$ cat src/rtl/io_reg_pkg.sv
// Shared definitions for the peripheral register bank:
// status/control bit positions and the status word layout.
package io_reg_pkg;

    localparam int STS_EMPTY = 0;
    localparam int STS_FULL  = 1;
    localparam int STS_OVF   = 2;
    localparam int STS_UDF   = 3;
    localparam int CTL_FLUSH = 4;

    localparam int CNT_LSB = 8;
    localparam int CNT_MSB = 15;

    typedef struct packed {
        logic [15:0] rsvd_hi;
        logic [7:0]  count;
        logic [2:0]  rsvd_lo;
        logic        flush;
        logic        udf;
        logic        ovf;
        logic        full;
        logic        empty;
    } status_t;

endpackage

$ cat src/rtl/sync_fifo_core.sv
// Small synchronous FIFO: storage, wrapping pointers, fill count,
// with flush taking priority over push and pop.
module sync_fifo_core #(
    parameter int DW    = 32,
    parameter int DEPTH = 8,
    parameter int AW    = $clog2(DEPTH)
) (
    input  logic          i_clk,
    input  logic          i_rst_n,
    input  logic          i_push,
    input  logic          i_pop,
    input  logic          i_flush,
    input  logic [DW-1:0] i_data,
    output logic [DW-1:0] o_head,
    output logic [AW:0]   o_count,
    output logic [AW:0]   o_count_next,
    output logic          o_full,
    output logic          o_empty
);

    localparam int CW = AW + 1;
    localparam logic [AW:0]   FULL_CNT = CW'(DEPTH);
    localparam logic [AW:0]   CNT_ONE  = CW'(1);
    localparam logic [AW-1:0] PTR_ONE  = AW'(1);

    logic [DW-1:0] r_mem [DEPTH];
    logic [AW-1:0] r_wr_ptr;
    logic [AW-1:0] r_rd_ptr;
    logic [AW:0]   r_count;
    logic [AW:0]   w_count_next;
    logic          w_full;
    logic          w_empty;
    logic          w_push;
    logic          w_pop;

    assign w_full  = (r_count == FULL_CNT);
    assign w_empty = (r_count == '0);
    assign w_push  = i_push & ~w_full & ~i_flush;
    assign w_pop   = i_pop & ~w_empty & ~i_flush;

    always_comb begin
        w_count_next = r_count;
        if (i_flush)
            w_count_next = '0;
        else if (w_push & ~w_pop)
            w_count_next = r_count + CNT_ONE;
        else if (w_pop & ~w_push)
            w_count_next = r_count - CNT_ONE;
    end

    always_ff @(posedge i_clk or negedge i_rst_n) begin
        if (!i_rst_n) begin
            r_wr_ptr <= '0;
            r_rd_ptr <= '0;
            r_count  <= '0;
        end else begin
            r_count <= w_count_next;
            if (i_flush) begin
                r_wr_ptr <= '0;
                r_rd_ptr <= '0;
            end else begin
                if (w_push)
                    r_wr_ptr <= r_wr_ptr + PTR_ONE;
                if (w_pop)
                    r_rd_ptr <= r_rd_ptr + PTR_ONE;
            end
        end
    end

    // Storage needs no reset; count/empty gate every read of it.
    always_ff @(posedge i_clk) begin
        if (w_push)
            r_mem[r_wr_ptr] <= i_data;
    end

    assign o_head       = r_mem[r_rd_ptr];
    assign o_count      = r_count;
    assign o_count_next = w_count_next;
    assign o_full       = w_full;
    assign o_empty      = w_empty;

endmodule

$ cat src/rtl/io_rx_fifo_register.sv
// I/O-to-processor receive register: I/O logic pushes into a FIFO,
// the processor pops via the data register and manages it via status.
module io_rx_fifo_register
    import io_reg_pkg::*;
#(
    parameter int DATA_WIDTH = 32,
    parameter int DEPTH      = 8,
    parameter int THRESHOLD  = 4
) (
    input  logic                  Clock,
    input  logic                  Reset,
    input  logic                  Io_Valid,
    input  logic [DATA_WIDTH-1:0] Io_Data,
    output logic                  Io_Ready,
    input  logic                  Sys_RdEn,
    input  logic                  Sys_WrEn,
    input  logic [DATA_WIDTH-1:0] Sys_WrData,
    input  logic                  Sys_DataSelect,
    input  logic                  Sys_StatusSelect,
    output logic [DATA_WIDTH-1:0] Sys_RdData,
    output logic                  Sys_IntReq
);

    localparam int AW = $clog2(DEPTH);
    localparam int CW = AW + 1;
    localparam logic [AW:0] THR_CNT = CW'(THRESHOLD);

    logic [DATA_WIDTH-1:0] w_head;
    logic [AW:0]           w_count;
    logic [AW:0]           w_count_next;
    logic                  w_full;
    logic                  w_empty;
    logic                  w_push;
    logic                  w_pop_req;
    logic                  w_ctl_wr;
    logic                  w_flush;
    logic                  w_ovf_set;
    logic                  w_udf_set;
    logic                  w_ovf_next;
    logic                  w_udf_next;
    logic                  r_ovf;
    logic                  r_udf;
    logic                  r_int;
    status_t               w_sts;

    assign Io_Ready  = ~w_full;
    assign w_push    = Io_Valid & Io_Ready;
    assign w_pop_req = Sys_RdEn & Sys_DataSelect;
    assign w_ctl_wr  = Sys_WrEn & Sys_StatusSelect;
    assign w_flush   = w_ctl_wr & Sys_WrData[CTL_FLUSH];

    // A refused offer is still an overflow, unless a flush swallows it.
    assign w_ovf_set = Io_Valid & w_full & ~w_flush;
    assign w_udf_set = w_pop_req & w_empty;

    assign w_ovf_next = w_ovf_set |
        (r_ovf & ~(w_ctl_wr & Sys_WrData[STS_OVF]));
    assign w_udf_next = w_udf_set |
        (r_udf & ~(w_ctl_wr & Sys_WrData[STS_UDF]));

    sync_fifo_core #(
        .DW    (DATA_WIDTH),
        .DEPTH (DEPTH)
    ) u_fifo (
        .i_clk        (Clock),
        .i_rst_n      (Reset),
        .i_push       (w_push),
        .i_pop        (w_pop_req),
        .i_flush      (w_flush),
        .i_data       (Io_Data),
        .o_head       (w_head),
        .o_count      (w_count),
        .o_count_next (w_count_next),
        .o_full       (w_full),
        .o_empty      (w_empty)
    );

    always_ff @(posedge Clock or negedge Reset) begin
        if (!Reset) begin
            r_ovf <= 1'b0;
            r_udf <= 1'b0;
            r_int <= 1'b0;
        end else begin
            r_ovf <= w_ovf_next;
            r_udf <= w_udf_next;
            r_int <= (w_count_next >= THR_CNT) | w_ovf_next;
        end
    end

    always_comb begin
        w_sts       = '0;
        w_sts.empty = w_empty;
        w_sts.full  = w_full;
        w_sts.ovf   = r_ovf;
        w_sts.udf   = r_udf;
        w_sts.count = 8'(w_count);
    end

    always_comb begin
        Sys_RdData = '0;
        unique case (1'b1)
            Sys_DataSelect:
                Sys_RdData = w_empty ? '0 : w_head;
            Sys_StatusSelect:
                Sys_RdData = DATA_WIDTH'(w_sts);
            default:
                Sys_RdData = '0;
        endcase
    end

    assign Sys_IntReq = r_int;

endmodule
$ cat config.mk
export PLATFORM = sky130hd
export DESIGN_NAME = io_rx_fifo_register
export DESIGN_NICKNAME = d
export VERILOG_FILES = /design/src/rtl/io_reg_pkg.sv /design/src/rtl/sync_fifo_core.sv /design/src/rtl/io_rx_fifo_register.sv
export SDC_FILE = /design/constraint.sdc
export NUM_CORES = 1
export LEC_CHECK = 0
export ABC_CLOCK_PERIOD_IN_PS = 5500
export BUFFER_PORTS_ARGS = -buffer_cell sky130_fd_sc_hd__buf_4
export CAP_MARGIN = 0
export CORE_MARGIN = 2
export CORE_UTILIZATION = 40
export CTS_BUF_LIST = sky130_fd_sc_hd__clkbuf_4
export DETAILED_ROUTE_END_ITERATION = 16
export GPL_ROUTABILITY_DRIVEN = 0
export PLACE_DENSITY_LB_ADDON = 0.25
export SLEW_MARGIN = 20
export SYNTH_ARGS = -nofsm -noshare
export SYNTH_HDL_FRONTEND = slang
export SYNTH_SLANG_ARGS = --single-unit
$ cat constraint.sdc
create_clock -name Clock -period 5.5 [get_ports Clock]
set_input_delay 0.275 -clock Clock [delete_from_list [all_inputs] [get_ports Clock]]
set_output_delay 0.275 -clock Clock [all_outputs]
set_load 0.03 [all_outputs]
==> reports/qor.csv, run 1 <==
stage,metric,value,unit
yosys,synth-simple-area-share,3.194,%
cells_and_area,multi_input_area,2440,um2
power_and_ir_drop,cellInternalPower,4.288,mW
floorplan,row_count,59,
yosys,syn_area_per_cell,21.20,um2
timing,min_period_over_period,66.12,%
setup_path,worstReg2RegStart,u_fifo.o_count[1],
clock_network,clk_latency,0.66,ns
yosys,syn_nets,573,
floorplan,die_w,166.3,um
min_path,hold_class,input port to register,
clock_network,cts_hold_buf,39,
global_route,grt_pass1_wl,33.62,mm
setup_path,crit_type,register to output port,
clock_network,postCtsSetupRepairBufs,0,
cells_and_area,syn_to_final_growth,21.74,%
cells_and_area,num-fill-cells,2219,
cells_and_area,final_cells,1055,
power_and_ir_drop,switching_power,1.981,mW
timing,grt_setup_unrepaired,no,
floorplan,dieArea,27660,um2
clock_network,postCtsResizedCells,0,
clock_network,cts_tree,built,
setup_path,cp_max_fo,47,
min_path,hp-start,Sys_WrData[4],
detailed_routing,avgRoutedWirePerCell,20.44,um
setup_path,crit_path_start,u_fifo.r_rd_ptr[0],
global_route,antenna_found_initial,1,
power_and_ir_drop,pwr-share-comb,28.6,%
power_and_ir_drop,power_frac_clock,26.9,%
floorplan,coreArea,25980,um2
placement,placed_area,11550,um2
timing,slew_headroom,34.44,%
yosys,synth_xor_area_share,0.5818,%
timing,fin_setup_tns,0,ns
floorplan,initial_core_util,40.55,%
yosys,synthMuxAreaShare,16.91,%
yosys,ys_async_sr_fraction,4.833,%
power_and_ir_drop,p_leak,4.343,nW
floorplan,die_h,166.3,um
yosys,yosys_warnings,0,
setup_path,crit_arrival,3.36,ns
yosys,synth_cells,497,
timing,fin_hold_ws,0.1418,ns
setup_path,cp.required,5.22,ns
clock_network,clk_pin_slew,0.06,ns
clock_network,clock_sinks,269,
cells_and_area,nNetsFinal,750,
power_and_ir_drop,swShare,31.60,%
yosys,synth_top_family_by_area,multiplexers,
setup_path,end_kind,output port,
timing,worst_slew_pin_slew,0.9833,ns
timing,slew_violations,0,
cells_and_area,seqCellArea,8021,um2
cells_and_area,final_util,49.37,%
floorplan,pin_count,105,
power_and_ir_drop,powerDensity,488.7,nW/um2
detailed_routing,vias,5372,
cells_and_area,post-route-cell-area,12830,um2
run,drv_cap,0,
timing,clock_skew,0.03793,ns
yosys,synth_compound_area_share,1.140,%
placement,numPortBuffers,75,
timing,setup_viol,0,
placement,placed_cells,896,
global_route,grt.total_usage,16.05,%
power_and_ir_drop,power_frac_seq,44.5,%
global_route,grt_pass1_vias,5851,
setup_path,start_kind,register,
yosys,seq_area_frac_synth,76.04,%
clock_network,htree_levels,3,
detailed_routing,first_iter_violations,367,
cells_and_area,drive_gt1_share,39.36,%
global_route,grt_max_degree,48,
timing,fmaxAchievable,0.2750,GHz
clock_network,cts-root-buf,clkbuf_4,
timing,hold_viol,0,
yosys,syn_area,10540,um2
timing,fin_crit,3.637,ns
detailed_routing,postRouteAntennaNets,0,
detailed_routing,wl,21.57,mm
clock_network,clockBufferDepth,3,
global_route,grt-ovfl-total,0,
placement,dp_hpwl,11.79,mm
yosys,synth_fa_ha_area_share,0.7837,%
detailed_routing,vias_per_cell,5.092,
yosys,synth_seq_cells,269,
run_status,outcome,completed,
clock_network,cts_inserted_buffers,72,
detailed_routing,drtPass1Iterations,4,
yosys,synth_edf_count,256,
detailed_routing,drc,0,
yosys,synth_cell_types,35,
power_and_ir_drop,irDropWorstVdd,0.0002575,V
yosys,synth-main-ff-cell,edfxtp_1,
[final timing paths]
check                                          end  slack (ns)  depth (start not counted)
worst min-delay path             u_fifo.o_count[1]        0.14                          4
min in group asynchronous                    r_udf        0.71                          3
worst max register to register  u_fifo.r_mem[6][4]        2.60                          7
worst max-delay path                Sys_RdData[29]        1.86                          5
worst min register to register               r_ovf        0.52                          2
max in group asynchronous       u_fifo.r_rd_ptr[1]        4.33                          3
[cell usage after synthesis (4+ instances only)]
master | number | area share (%)
o21ai_0 | 7 | 0.33
buf_2 | 12 | 0.57
nand2b_1 | 4 | 0.24
nand2_1 | 12 | 0.43
xor2_1 | 4 | 0.33
mux2i_1 | 34 | 3.2
clkbuf_1 | 5 | 0.18
inv_1 | 4 | 0.14
nand3_1 | 6 | 0.28
mux4_2 | 64 | 14
ha_1 | 5 | 0.59
edfxtp_1 | 256 | 73
dfrtp_1 | 13 | 3.1
buf_4 | 6 | 0.43
nor2_1 | 36 | 1.3
[metrics by stage]
stage | total power, mW | setup WS, ns
5_1_grt | 6.615 | 1.543
3_3_place_gp | 4.605 | 2.480
6_report | 6.269 | 1.863
2_1_floorplan | 4.032 | 1.363
3_5_place_dp | 4.649 | 2.455
4_1_cts | 6.379 | 1.708
[metal layers]
metal	global-route usage, %	routed length (um)
met4	5.847	387
met5	0	0
met3	4.123	1349
met2	25.11	10380
met1	21.98	9453
[critical path, cell delays in order, from the launching register on]
cell and delay (ns):
dfrtp_4 1.07, buf_4 0.52, mux4_2 0.56, mux2i_1 0.21
nor2_1 0.09, buf_4 0.22
[cells in the final DEF, fill, tap and decap left out, types with 2 or more instances in the layout]
cell / n
mux2i_1: 34
dfrtp_4: 2
nor3_2: 2
nand2_1: 12
a21oi_1: 3
mux4_2: 64
dlygate4sd3_1: 39
nand2b_1: 3
o22ai_1: 3
buf_4: 88
nand3_1: 6
xnor2_1: 3
nand4_1: 2
edfxtp_1: 256
nor2_4: 7
inv_1: 4
inv_2: 2
clkbuf_4: 106
maj3_1: 2
o21ai_0: 7
clkinv_1: 7
clkinvlp_4: 2
xor2_1: 4
ha_1: 5
nor2_1: 30
dfrtp_1: 10
[state kept, by name, indices dropped and copies added, names as in the netlist]
signal           count
u_fifo.r_rd_ptr      3
r_ovf                1
u_fifo.o_count       4
Sys_IntReq           1
r_udf                1
u_fifo.r_mem       256
u_fifo.r_wr_ptr      3
[layout make-up]
type | count | area share (%)
well taps | 335 | 3.267
clock buffers | 106 | 6.203
diodes | 1 | 0.01951
inverters | 4 | 0.1170
repair buffers | 127 | 8.193
flip-flops and latches | 269 | 62.53
clock inverters | 13 | 0.6535
multi-input cells | 200 | 19.02
[power by group through the flow]
stage               Sequential [mW]  Clock, mW  Combinational, mW
global placement               2.82          0               1.78
finish                         2.79       1.68               1.79
global route                   2.84       1.85               1.93
detailed placement             2.85          0               1.80
floorplan                      2.65          0               1.39
CTS                            2.80       1.74               1.84
[cells by family after synthesis]
kind of cell | after synthesis
AO/OA/AOI/OAI | 18
XOR/XNOR | 7
adder cells (fa/ha/maj) | 7
buffers and inverters | 28
flip-flops | 269
multiplexers | 98
AND/OR/NAND/NOR | 70
Power figures use the tool's default switching activity.
==> inputs of run 2 (changes only) <==
--- a/config.mk
+++ b/config.mk
@@ -5,7 +5,8 @@
 export SDC_FILE = /design/constraint.sdc
 export NUM_CORES = 1
 export LEC_CHECK = 0
-export ABC_CLOCK_PERIOD_IN_PS = 5500
+export ABC_AREA = 1
+export ABC_CLOCK_PERIOD_IN_PS = 3800
 export BUFFER_PORTS_ARGS = -buffer_cell sky130_fd_sc_hd__buf_4
 export CAP_MARGIN = 0
 export CORE_MARGIN = 2
==> constraint.sdc (replaced) <==
create_clock -name Clock -period 3.8 [get_ports Clock]
set_input_delay 0.19 -clock Clock [delete_from_list [all_inputs] [get_ports Clock]]
set_output_delay 0.19 -clock Clock [all_outputs]
set_load 0.03 [all_outputs]
==> run 2 against run 1 <==
Utilization down 0.25 points. Cell area up 2.3%. Clock skew down 0.0049 ns. Die area increased by 2.6%. Sequential cell count stayed put. Synthesized cell count increased by 71%. Routed wire length is 16% higher. Cell count up 33%. Clock power grew 51%.
==> reports/qor.csv, run 2 <==
stage,metric,value,unit,change
setup_path,cpPeakStageDelay,0.49,ns,-0.58 ns
clock_network,cts-root-buf,clkbuf_4,,
global_route,grt_max_degree,130,,+170%
detailed_routing,avgRoutedWirePerCell,17.86,um,-13%
clock_network,cts_tree,built,,
detailed_routing,drc,0,,unchanged
floorplan,pin_count,105,,unchanged
yosys,synth-main-ff-cell,edfxtp_1,,
yosys,synth_cell_types,35,,unchanged
yosys,post-synth-top-count-cell,edfxtp_1,,
power_and_ir_drop,power_frac_seq,38.9,%,-5.6 points
detailed_routing,wl,25.03,mm,+16%
timing,worst_slew_pin_slew,0.8145,ns,-0.1689 ns
power_and_ir_drop,pwr-share-comb,34.8,%,+6.2 points
clock_network,clock_sinks,269,,unchanged
placement,placed_cells,1232,,+38%
floorplan,row_count,60,,+1.7%
setup_path,crit_arrival,2.82,ns,-0.54 ns
yosys,yosys_warnings,0,,unchanged
timing,fin_setup_tns,0,ns,unchanged
setup_path,end_kind,output port,,
cells_and_area,final_common_cell,edfxtp_1,,
clock_network,clk_latency,0.65,ns,about the same
setup_path,cp.required,3.61,ns,-1.61 ns
cells_and_area,final_cells,1401,,+33%
timing,setup_viol,0,,unchanged
yosys,synthMuxAreaShare,0,%,-17 points
cells_and_area,drive_gt1_share,22.57,%,-17 points
setup_path,cp_max_fo,42,,-11%
power_and_ir_drop,cellInternalPower,6.087,mW,+42%
yosys,syn_area,10810,um2,+2.6%
setup_path,crit-reg2reg-capture,u_fifo.r_mem[1][23],,
yosys,synth-simple-area-share,10.53,%,+7.3 points
setup_path,path_cells,"clkinv_2, buf_4, o21ai_0, o22ai_1, o21ai_1, a31oi_1, buf_4",,
yosys,synth_largest_area_cell,edfxtp_1,,
yosys,synth_fa_ha_area_share,0.5785,%,-0.21 points
setup_path,rrSetupSlack,1.21,ns,-1.39 ns
run_status,outcome,completed,,
timing,min_period_over_period,79.14,%,
clock_network,cts_inserted_buffers,72,,unchanged
detailed_routing,drtPass1Iterations,4,,unchanged
global_route,grt.total_usage,17.89,%,+1.8 points
detailed_routing,postRouteAntennaNets,0,,unchanged
yosys,synth_top_family_by_area,compound AO/OA/AOI/OAI gates,,
power_and_ir_drop,powerDensity,734.8,nW/um2,+50%
global_route,grt-ovfl-total,0,,unchanged
min_path,hold_path_end,Sys_IntReq,,
power_and_ir_drop,switching_power,3.558,mW,+80%
global_route,grt_pass1_vias,7347,,+26%
power_and_ir_drop,swShare,36.89,%,+5.3 points
timing,fin_crit,3.007,ns,
timing,slew_violations,0,,unchanged
setup_path,start_kind,register,,
yosys,synth_cells,848,,+71%
floorplan,coreArea,26730,um2,+2.9%
cells_and_area,syn_to_final_growth,21.39,%,
cells_and_area,nNetsFinal,1085,,+45%
global_route,antenna_found_initial,1,,unchanged
setup_path,worstPathBufferInverterCount,3,,+1
yosys,synth_seq_cells,269,,unchanged
min_path,hold_class,input port to register,,
yosys,syn_area_per_cell,12.75,um2,-40%
yosys,synth_xor_area_share,0,%,-0.58 points
clock_network,clk_pin_slew,0.06,ns,about the same
yosys,synthTopCellsByCount,"edfxtp_1 (256), nor2_1 (172), o21ai_0 (122)",,
timing,slew_headroom,45.70,%,+11 points
timing,clock_skew,0.03303,ns,-0.004908 ns
setup_path,reg2reg_depth,8,,+1
placement,dp_hpwl,12.58,mm,+6.7%
yosys,synth_compound_area_share,11.60,%,+10 points
clock_network,htree_levels,3,,unchanged
power_and_ir_drop,power,9.646,mW,+54%
detailed_routing,vias_per_cell,5.121,,+0.58%
setup_path,crit_type,register to output port,,
yosys,seq_area_frac_synth,74.09,%,-1.9 points
floorplan,initial_core_util,40.46,%,-0.089 points
floorplan,dieArea,28370,um2,+2.6%
yosys,ys_async_sr_fraction,4.833,%,unchanged
cells_and_area,largest_reg_flops,256,,unchanged
setup_path,cp_slowest_cell,dfrtp_4,,
global_route,grt_pass1_wl,38.92,mm,+16%
floorplan,die_h,168.4,um,+1.3%
run,drv_cap,0,,unchanged
cells_and_area,final_cell_mix,"edfxtp_1 (256), nor2_1 (164), o21ai_0 (122)",,
setup_path,cp.depth,7,,+2
yosys,syn_nets,924,,+61%
yosys,synth.area.top_cells,"edfxtp_1 (71%), nor2_1 (6.0%), o21ai_0 (5.6%)",,
setup_path,worstReg2RegStart,u_fifo.o_count[0],,
yosys,synth_edf_count,256,,unchanged
min_path,worstHoldPathCells,4,,unchanged
detailed_routing,first_iter_violations,445,,+21%
timing,grt_setup_unrepaired,no,,
power_and_ir_drop,power_frac_clock,26.4,%,-0.5 points
timing,fin_hold_ws,0.04210,ns,-0.09969 ns
cells_and_area,num-fill-cells,2410,,+8.6%
yosys,synth_top_area_share,71.09,%,-1.9 points
timing,hold_viol,0,,unchanged
placement,numPortBuffers,75,,unchanged
detailed_routing,vias,7175,,+34%
setup_path,crit_top_cell,buf_4,,
power_and_ir_drop,irDropWorstVdd,0.0005008,V,+94%
cells_and_area,regMostFlops,u_fifo.r_mem,,
clock_network,clockBufferDepth,3,,unchanged
min_path,hp-start,Sys_StatusSelect,,
timing,fmaxAchievable,0.3325,GHz,
setup_path,crit_family,buffers and inverters,,
cells_and_area,final_util,49.12,%,-0.25 points
power_and_ir_drop,p_leak,4.685,nW,+7.9%
floorplan,die_w,168.4,um,+1.3%
setup_path,crit_path_start,u_fifo.r_rd_ptr[0],,
-- run 2: power groups by stage --
stage | logic [mW] | clock network (mW) | registers [mW]
floorplan | 2.26 | 0 | 3.80
global route | 3.71 | 2.77 | 3.78
CTS | 3.41 | 2.63 | 3.75
global placement | 3.31 | 0 | 3.80
finish | 3.35 | 2.54 | 3.75
detailed placement | 3.35 | 0 | 3.81
-- run 2: repair_timing --
action / in CTS / in global routing
hold buffers: 44 / 0
setup buffers: 0 / 0
endpoints found under the hold margin: 276 / 0
gates resized for setup: 0 / 0
-- run 2: layout make-up --
type,instances,area (um2),share of cell area (%)
clock inverter,17,121.4,0.9245
antenna,1,2.502,0.01906
inverter,21,81.33,0.6195
sequential,269,8018,61.08
multi-input combinational,507,2516,19.17
tap,341,426.7,3.250
clock buffer,107,803.3,6.119
timing repair buffer,138,1159,8.826
-- run 2: tightest hold or removal path, stage by stage --
cell     delay (ns)
buf_4          0.14
nand3_4        0.12
nand3_1        0.13
nand3_2        0.07
-- run 2: how the worst max path moves through the flow --
stage | slack (ns) | to
after detailed placement | 1.23 | u_fifo.r_mem[0][21]
after global routing | 0.51 | Sys_RdData[30]
after floorplan | 0.69 | u_fifo.r_mem[0][0]
after global placement | 1.27 | u_fifo.r_mem[0][21]
after CTS | 0.69 | Sys_RdData[18]
final | 0.79 | Sys_RdData[5]
-- run 2: kinds of logic (layout without fill, tap and decap cells) --
group | Yosys count | count (layout)
buffers and inverters | 72 | 283
and+or+nand+nor | 273 | 273
AOI/OAI and AO/OA | 229 | 229
other | 0 | 1
adders and majority gates | 5 | 5
DFF | 269 | 269
-- run 2: through the flow --
stage | setup slack, ns | area, um2
after floorplan | 0.6942 | 10810
after global placement | 1.274 | 11760
after detailed placement | 1.228 | 11760
after CTS | 0.6949 | 13130
after global routing | 0.5100 | 13130
final | 0.7927 | 13130
-- run 2: metal layers --
layer | vias up | routed length, um | global-route usage [%]
li1 | 3463 | - | -
met1 | 3497 | 10860 | 22.20
met2 | 175 | 12500 | 31.06
met3 | 40 | 1130 | 3.526
met4 | 0 | 527 | 6.784
met5 | - | 0 | 0
==> inputs of run 3 (changes only) <==
--- a/config.mk
+++ b/config.mk
@@ -5,8 +5,8 @@
 export SDC_FILE = /design/constraint.sdc
 export NUM_CORES = 1
 export LEC_CHECK = 0
-export ABC_AREA = 1
-export ABC_CLOCK_PERIOD_IN_PS = 3800
+export ABC_AREA = 0
+export ABC_CLOCK_PERIOD_IN_PS = 2900
 export BUFFER_PORTS_ARGS = -buffer_cell sky130_fd_sc_hd__buf_4
 export CAP_MARGIN = 0
 export CORE_MARGIN = 2
==> constraint.sdc (replaced) <==
create_clock -name Clock -period 2.9 [get_ports Clock]
set_input_delay 0.145 -clock Clock [delete_from_list [all_inputs] [get_ports Clock]]
set_output_delay 0.145 -clock Clock [all_outputs]
set_load 0.03 [all_outputs]
==> run 3 against run 2 <==
Register-to-register slack got worse by 0.81 ns. Routed wire length is 12% lower. Worst setup slack got worse by 0.62 ns. Critical path depth down 2. Power increased by 27%.
==> reports/qor.csv, run 3 (same netlist as run 1, synthesis figures left out) <==
stage,metric,value,unit,change
placement,placed_cells,909,,-26%
detailed_routing,highest-signal-layer,met4,,
timing,fin_setup_tns,0,ns,unchanged
power_and_ir_drop,power_frac_seq,41.7,%,+2.8 points
min_path,hold_class,input port to register,,
cells_and_area,post-route-cell-area,13100,um2,-0.20%
timing,hold_viol,0,,unchanged
detailed_routing,drtPass1Iterations,5,,+1
floorplan,coreArea,25980,um2,-2.8%
clock_network,cts_tree,built,,
cells_and_area,final_cells,1075,,-23%
setup_path,end_kind,output port,,
clock_network,clockBufferDepth,3,,unchanged
timing,clock_skew,0.05101,ns,+0.01798 ns
power_and_ir_drop,pwr-share-comb,30.9,%,-3.9 points
cells_and_area,num-fill-cells,2143,,-11%
detailed_routing,wl,22.08,mm,-12%
global_route,grt_max_degree,33,,-75%
floorplan,initial_core_util,40.55,%,+0.089 points
power_and_ir_drop,power,12.30,mW,+27%
detailed_routing,drc,0,,unchanged
timing,setup_viol,0,,unchanged
clock_network,clk_latency,0.68,ns,+0.03 ns
floorplan,row_count,59,,-1.7%
detailed_routing,vias_per_cell,5.140,,+0.36%
timing,slew_headroom,51.84,%,+6.1 points
placement,numPortBuffers,75,,unchanged
timing,fin_crit,2.723,ns,
setup_path,cp.required,2.76,ns,-0.85 ns
timing,fmaxAchievable,0.3673,GHz,
timing,grt_setup_unrepaired,no,,
cells_and_area,final_common_cell,edfxtp_1,,
detailed_routing,routed-wl-met3,1.184,mm,+4.8%
cells_and_area,drive_gt1_share,39.78,%,+17 points
setup_path,cp_max_fo,13,,-69%
placement,dp_slack,0.3975,ns,-0.8305 ns
clock_network,clk_pin_slew,0.06,ns,about the same
placement,dp_hpwl,12.42,mm,-1.2%
floorplan,die_h,166.3,um,-1.3%
run_status,outcome,completed,,
timing,timing.final.ws_setup,0.1774,ns,-0.6152 ns
global_route,grt_pass1_wl,34.00,mm,-13%
clock_network,clock_sinks,269,,unchanged
cells_and_area,syn_to_final_growth,24.33,%,
cells_and_area,final_util,50.42,%,+1.3 points
setup_path,start_kind,register,,
floorplan,die_w,166.3,um,-1.3%
floorplan,pin_count,105,,unchanged
detailed_routing,dr_wl_met2,10.96,mm,-12%
floorplan,dieArea,27660,um2,-2.5%
timing,fin_hold_ws,0.06573,ns,+0.02363 ns
detailed_routing,wl_met1,9.459,mm,-13%
timing,slew_violations,0,,unchanged
detailed_routing,vias,5525,,-23%
power_and_ir_drop,irDropWorstVdd,0.0005115,V,+2.1%
cells_and_area,final_cell_mix,"edfxtp_1 (256), clkbuf_4 (102), buf_4 (95)",,
timing,worst_slew_pin_slew,0.7224,ns,-0.09206 ns
run,drv_cap,0,,unchanged
cells_and_area,nNetsFinal,766,,-29%
global_route,grt.total_usage,16.26,%,-1.6 points
cells_and_area,largest_reg_flops,256,,unchanged
detailed_routing,first_iter_violations,297,,-33%
global_route,grt-ovfl-total,0,,unchanged
global_route,antenna_found_initial,1,,unchanged
power_and_ir_drop,cellInternalPower,8.428,mW,+38%
detailed_routing,postRouteAntennaNets,0,,unchanged
setup_path,crit_type,register to output port,,
power_and_ir_drop,switching_power,3.867,mW,+8.7%
detailed_routing,avgRoutedWirePerCell,20.54,um,+15%
timing,min_period_over_period,93.88,%,
clock_network,cts-root-buf,clkbuf_4,,
clock_network,cts_inserted_buffers,72,,unchanged
global_route,grt_pass1_vias,6016,,-18%
placement,placed_area,11740,um2,-0.20%
power_and_ir_drop,p_leak,4.463,nW,-4.7%
cells_and_area,regMostFlops,u_fifo.r_mem,,
power_and_ir_drop,powerDensity,938.5,nW/um2,+28%
clock_network,htree_levels,3,,unchanged
power_and_ir_drop,power_frac_clock,27.4,%,+1.0 points
setup_path,crit_arrival,2.58,ns,-0.24 ns
power_and_ir_drop,swShare,31.45,%,-5.4 points
run 3: changes by cell type in the layout (fill, tap and decap cells not counted), moves of 17 or more:
cell	before	now
nor2_1	164	30
o21ai_0	122	7
mux4_2	0	64
nand2_1	62	12
mux2i_1	0	34
o21ai_1	29	0
a31oi_1	24	0
o22ai_1	27	3
nand3_1	23	6
run 3: per-layer routing:
metal,vias to the layer above,global-route usage [%]
li1,2470,-
met1,2843,20.84
met2,165,27.24
met3,47,4.004
met4,0,5.697
met5,-,0
run 3: what timing repair did:
item,CTS,global route
pin swaps,0,0
hold buffers,40,0
endpoints found under the setup margin,10,3
buffers inserted,1,1
hold endpoints to repair,275,0
gates resized for setup,0,1
run 3: path summary, 6_finish.rpt:
| path | start | to | slack [ns] | cells after the start |
|---|---|---|---|---|
| max | u_fifo.r_rd_ptr[0] | Sys_RdData[2] | 0.18 | 5 |
| min | Sys_WrData[4] | u_fifo.r_rd_ptr[0] | 0.07 | 3 |
| max reg2reg | u_fifo.o_count[1] | u_fifo.r_mem[4][24] | 0.40 | 7 |
| min reg2reg | r_ovf | r_ovf | 0.55 | 2 |
| max in group asynchronous | Reset | u_fifo.r_rd_ptr[0] | 1.78 | 3 |
| min in group asynchronous | Reset | r_ovf | 0.62 | 3 |
run 3: critical path, cell delays in order, from the launching register on:
cell and delay [ns]:
dfrtp_4 0.61, buf_8 0.23, mux4_2 0.51, mux2i_1 0.28, o21ai_0 0.13, buf_4 0.18
run 3: area by class of cell:
cell class | count | area (um2) | area share, %
Clock inverter | 21 | 170.2 | 1.299
Clock buffer | 102 | 765.7 | 5.845
Timing Repair Buffer | 143 | 1260 | 9.617
Antenna cell | 1 | 2.502 | 0.01910
Inverter | 4 | 15.01 | 0.1146
Tap cell | 335 | 419.2 | 3.199
Sequential cell | 269 | 8019 | 61.21
Multi-Input combinational cell | 200 | 2450 | 18.70
run 3: power by group through the flow:
stage,clock network [mW],logic [mW],registers (mW)
final,3.37,3.81,5.12
after global routing,3.69,4.10,5.17
after CTS,3.49,3.87,5.13
after detailed placement,0,3.74,5.24
after global placement,0,3.69,5.21
after floorplan,0,2.64,5.01
